### src/rtl/mem_port_arbiter.sv
// Two-port (fetch/data) arbiter onto a single SRAM-like bus, one transaction in flight.
// Optional ARB_ROUND_ROBIN_EN swaps fixed data-first priority for alternating priority on contention.
`timescale 1ns/1ps
module mem_port_arbiter #(
  parameter int ADDR_W = 32,
  parameter int DATA_W = 32
) (
  input  logic              clk,
  input  logic              rst_n,
  input  logic              inst_req,
  input  logic [ADDR_W-1:0] inst_addr,
  input  logic              inst_cancel,
  output logic              inst_addr_ok,
  output logic              inst_data_ok,
  output logic [DATA_W-1:0] inst_rdata,
  input  logic              data_req,
  input  logic              data_wr,
  input  logic [1:0]        data_size,
  input  logic [ADDR_W-1:0] data_addr,
  input  logic [DATA_W-1:0] data_wdata,
  output logic              data_addr_ok,
  output logic              data_data_ok,
  output logic [DATA_W-1:0] data_rdata,
  output logic              bus_req,
  output logic              bus_wr,
  output logic [1:0]        bus_size,
  output logic [ADDR_W-1:0] bus_addr,
  output logic [DATA_W-1:0] bus_wdata,
  input  logic              bus_addr_ok,
  input  logic              bus_data_ok,
  input  logic [DATA_W-1:0] bus_rdata,
  output logic              busy
);

  typedef enum logic [1:0] {
    ST_IDLE = 2'd0,
    ST_REQ  = 2'd1,
    ST_WAIT = 2'd2
  } state_e;

  localparam logic OWN_INST = 1'b0;
  localparam logic OWN_DATA = 1'b1;

  state_e            state_q, state_d;
  logic              owner_q, owner_d;
  logic              cancelled_q, cancelled_d;
  logic              wr_q, wr_d;
  logic [1:0]        size_q, size_d;
  logic [ADDR_W-1:0] addr_q, addr_d;
  logic [DATA_W-1:0] wdata_q, wdata_d;

  logic grant_s;
  logic pick_data_s;

`ifdef ARB_ROUND_ROBIN_EN
  // prio_q = 1 means data wins the next contended grant
  logic prio_q, prio_d;
  logic contend_s;

  // Winner selection with alternating priority under contention
  always_comb begin
    contend_s   = data_req & inst_req & ~inst_cancel;
    grant_s     = data_req | (inst_req & ~inst_cancel);
    pick_data_s = contend_s ? prio_q : data_req;
    if ((state_q == ST_IDLE) && contend_s) begin
      prio_d = ~pick_data_s;
    end else begin
      prio_d = prio_q;
    end
  end

  // Priority register
  always_ff @(posedge clk or negedge rst_n) begin
    if (!rst_n) begin
      prio_q <= 1'b1;
    end else begin
      prio_q <= prio_d;
    end
  end
`else
  // Winner selection, data always ahead of fetch
  always_comb begin
    grant_s     = data_req | (inst_req & ~inst_cancel);
    pick_data_s = data_req;
  end
`endif

  // Next-state, command latch and handshake pulses
  always_comb begin
    state_d      = state_q;
    owner_d      = owner_q;
    cancelled_d  = cancelled_q;
    wr_d         = wr_q;
    size_d       = size_q;
    addr_d       = addr_q;
    wdata_d      = wdata_q;
    bus_req      = 1'b0;
    inst_addr_ok = 1'b0;
    data_addr_ok = 1'b0;
    inst_data_ok = 1'b0;
    data_data_ok = 1'b0;
    case (state_q)
      ST_IDLE: begin
        cancelled_d = 1'b0;
        if (grant_s) begin
          state_d = ST_REQ;
          if (pick_data_s) begin
            owner_d = OWN_DATA;
            wr_d    = data_wr;
            size_d  = data_size;
            addr_d  = data_addr;
            wdata_d = data_wdata;
          end else begin
            owner_d = OWN_INST;
            wr_d    = 1'b0;
            size_d  = 2'd2;
            addr_d  = inst_addr;
            wdata_d = {DATA_W{1'b0}};
          end
        end else begin
          state_d = ST_IDLE;
        end
      end
      ST_REQ: begin
        bus_req = 1'b1;
        if ((owner_q == OWN_INST) && inst_cancel) begin
          cancelled_d = 1'b1;
        end else begin
          cancelled_d = cancelled_q;
        end
        // A cancelled fetch still sees addr_ok so the fetch stage can drop its request
        if (bus_addr_ok) begin
          state_d = ST_WAIT;
          if (owner_q == OWN_DATA) begin
            data_addr_ok = 1'b1;
          end else begin
            inst_addr_ok = 1'b1;
          end
        end else begin
          state_d = ST_REQ;
        end
      end
      ST_WAIT: begin
        if (bus_data_ok) begin
          state_d     = ST_IDLE;
          cancelled_d = 1'b0;
          if (owner_q == OWN_DATA) begin
            data_data_ok = 1'b1;
          end else if (!(cancelled_q | inst_cancel)) begin
            inst_data_ok = 1'b1;
          end else begin
            inst_data_ok = 1'b0;
          end
        end else begin
          state_d = ST_WAIT;
          if ((owner_q == OWN_INST) && inst_cancel) begin
            cancelled_d = 1'b1;
          end else begin
            cancelled_d = cancelled_q;
          end
        end
      end
      default: begin
        state_d     = ST_IDLE;
        cancelled_d = 1'b0;
      end
    endcase
  end

  // State and latched command registers
  always_ff @(posedge clk or negedge rst_n) begin
    if (!rst_n) begin
      state_q     <= ST_IDLE;
      owner_q     <= OWN_INST;
      cancelled_q <= 1'b0;
      wr_q        <= 1'b0;
      size_q      <= 2'd0;
      addr_q      <= {ADDR_W{1'b0}};
      wdata_q     <= {DATA_W{1'b0}};
    end else begin
      state_q     <= state_d;
      owner_q     <= owner_d;
      cancelled_q <= cancelled_d;
      wr_q        <= wr_d;
      size_q      <= size_d;
      addr_q      <= addr_d;
      wdata_q     <= wdata_d;
    end
  end

  assign bus_wr     = wr_q;
  assign bus_size   = size_q;
  assign bus_addr   = addr_q;
  assign bus_wdata  = wdata_q;
  assign busy       = (state_q != ST_IDLE);
  assign inst_rdata = bus_rdata;
  assign data_rdata = bus_rdata;

endmodule

### config.mk
export PLATFORM = sky130hd
export DESIGN_NAME = mem_port_arbiter
export DESIGN_NICKNAME = d
export VERILOG_FILES = /design/src/rtl/mem_port_arbiter.sv
export SDC_FILE = /design/constraint.sdc
export NUM_CORES = 1
export LEC_CHECK = 0
export ABC_AREA = 0
export BUFFER_PORTS_ARGS = -buffer_cell sky130_fd_sc_hd__buf_4
export CORE_AREA = 2 2 124 114
export CTS_BUF_LIST = sky130_fd_sc_hd__clkbuf_16
export CTS_CLUSTER_DIAMETER = 60
export DETAILED_ROUTE_END_ITERATION = 10
export DIE_AREA = 0 0 126 116
export GPL_ROUTABILITY_DRIVEN = 0
export GPL_TIMING_DRIVEN = 0
export HOLD_SLACK_MARGIN = 0.12
export PLACE_DENSITY_LB_ADDON = 0.25
export SYNTH_ARGS = -nofsm -noshare
export SYNTH_HDL_FRONTEND = slang
export SYNTH_SLANG_ARGS = --single-unit
### constraint.sdc
create_clock -name clk -period 1.8 [get_ports clk]
set_clock_uncertainty 0.05 [all_clocks]
set_input_delay 0.18 -clock clk [delete_from_list [all_inputs] [get_ports clk]]
set_output_delay 0.18 -clock clk [all_outputs]
set_load 0.02 [all_outputs]
==> metrics <==
R2R cell count=6; Initial Utilization=0.295; RR Endpoint=owner_q; H-tree levels=3; total grt overflow=0; CP required=1570 ps; fin crit period=approximately 1700 ps; WL/cell=approximately 14 um; RSZ-0062 raised after global routing=false; Slew Limit Fails=0; final hold violation count=0; Die Span X=126 um; DP Worst Slack=-18.3 ps; IO Count=around 280; syn avg cell area=~11 um2; HP Start=inst_addr[24]; ys flop type=dfrtp_1; Worst Setup End Kind=primary output; Slew @ Worst Pin=roughly 900 ps; Max Clock Freq=roughly 600 MHz; Netlist cell types=24; leakage power=between 0.003 and 0.004 uW; Async S/R FF share, synth=1.00; via count=about 3400; Yosys reg bits=71; DRC viols=0; dpl hpwl=about 8400 um; max_cap viols=0; Power Dens Cells=1430 nW/um2; vias in the first global route=3425; status=finished, final reports clean; vias per cell=4.20; number of buffers created by CTS=9; crit start category=flip-flop; ranking of synthesized cells by area=dfrtp_1, buf_4, mux2_4; Yosys warnings=0; most frequent cell after synthesis=dfrtp_1; clk_lat worst skew=approximately 320 ps; Relative slew margins=0.398; PnR worst setup slack=~140 ps; Rows=40; largest net degree at the start of global routing=between 70 and 80; worst-path maximum fanout=3; Synth top area share=0.456; synthesis-to-finish area growth=68.8%; antenna violations before repair=0; post-synthesis cell count=around 350; Synth Net Count=approximately 490; fin crit share=0.922; Layout Nets=~800; hold path cells=3; antenna-violating nets left=0; area of the mapped netlist=3890 um2; hold_ws=155 ps; first-pass GRT wire length=17200 um; 1st-pass router iterations=4; Critical Path AT=1430 ps; sequential-to-total area share from yosys stat=0.456; CTS tree=done; WS Path Type=flip-flop to primary output; Clock Tree Root=clkbuf_16; CTS Buffer Depth=2; share of cells above drive strength 1=0.614; Setup violations, final=0; die area=14600 um2; clock sinks=between 70 and 80; maximum vdd drop=561 uV; Hold Path End=bus_addr[24]; All-Layer GR Usage=0.149; antenna cells=0; initial drt markers=91; Chip Height=116 um; I/O Buffers=about 240; Post-synth top cells=dfrtp_1, buf_4, inv_1; final WL=between 10000 and 15000 um; Reg clk slew, reported paths=~60 ps; EDFF count, synth=0; Synth area leader=dfrtp_1; core box area=between 10000 and 15000 um2; HP Class=input port to flip-flop; Worst R2R Setup Slack=about 170 ps; reg2reg start=state_q[1]
## cell families after synthesis
group | count (synthesis) | synth area share
AOI/OAI and AO/OA | 41 | 0.0559
adders and majority gates | 4 | 0.0129
buffers and inverters | 121 | 0.196
DFF | 71 | 0.456
muxes | 65 | 0.219
and+or+nand+nor | 45 | 0.0598
## critical path, cell delays in order (launching register included)
cell and delay (ps):
dfrtp_1 400, inv_1 90, ha_1 190, nand2_1 60, nor4_1 170, buf_4 190
## placed cells by master, fill, tap and decap left out, types with 2 or more instances in the layout
master	instances
and3_1	2
clkinv_1	2
inv_1	39
o21ai_0	6
buf_1	3
buf_4	308
clkbuf_2	2
clkbuf_16	9
nor2b_1	2
buf_6	9
clkinv_2	4
a21oi_1	3
nand2b_1	2
nand2_1	2
dfrtp_1	71
mux2_1	7
dlygate4sd3_1	38
nand3_1	34
mux2_2	26
ha_1	3
o21ai_1	30
buf_2	3
mux2_4	32
## how the worst max path moves through the flow
stage          slack, ps  cells past startpoint            to  startpoint
3_3_place_gp           2                      6          busy  state_q[0]
2_1_floorplan        270                      4  inst_data_ok  state_q[0]
3_5_place_dp         -20                      6          busy  state_q[0]
6_report             140                      5  inst_data_ok  state_q[0]
5_1_grt               20                      5  inst_data_ok  state_q[0]
4_1_cts               30                      6          busy  state_q[0]
## stage by stage
stage,setup TNS (ps),total power [uW],cell area [um2],cells,utilization
after floorplan,0,5720,3890,347,-
after global placement,0,7710,5910,756,0.447
after detailed placement,-18.3,7770,5910,756,0.447
after CTS,0,9530,6570,812,0.498
after global routing,0,10000,6570,811,0.497
final,0,9380,6570,811,0.497
## sequential cells by signal, indices dropped and copies added (netlist names)
| name | cells |
|---|---|
| bus_addr | 32 |
| cancelled_q | 1 |
| state_q | 2 |
| bus_wdata | 32 |
| bus_size | 2 |
| owner_q | 1 |
| bus_wr | 1 |
## cell type report
class	instances	area [um2]
multi-input combinational	155	1360
timing repair buffer	281	2200
sequential	71	1780
fill	1207	6640
clock inverter	7	31.3
tap	168	210
buffer	82	626
inverter	38	143
clock buffer	9	225
## what timing repair did
| item | 4_1_cts | 5_1_grt |
|---|---|---|
| setup endpoints to repair | 1 | 21 |
| setup buffers | 2 | 0 |
| hold endpoints to repair | 109 | 0 |
| resized for setup | 4 | 5 |
| pin swaps | 0 | 0 |
| hold buffers | 38 | 0 |
## where the power goes
group          total [uW]  switching [uW]  internal (uW)  leakage [uW]
registers            2830             463           2370      0.000863
clock network        1530             623            906      0.000135
logic                5020            2530           2490       0.00240
total                9380            3610           5770       0.00340
## metal layers
metal  wire (um)  up-vias  global-route usage
met5           0        -                   0
met3        1180       12              0.0596
met1        4760     1556               0.187
met2        5310      179               0.241
met4         131        0              0.0418
li1            -     1663                   -
Note: power is estimated with default switching activity, not from simulation.
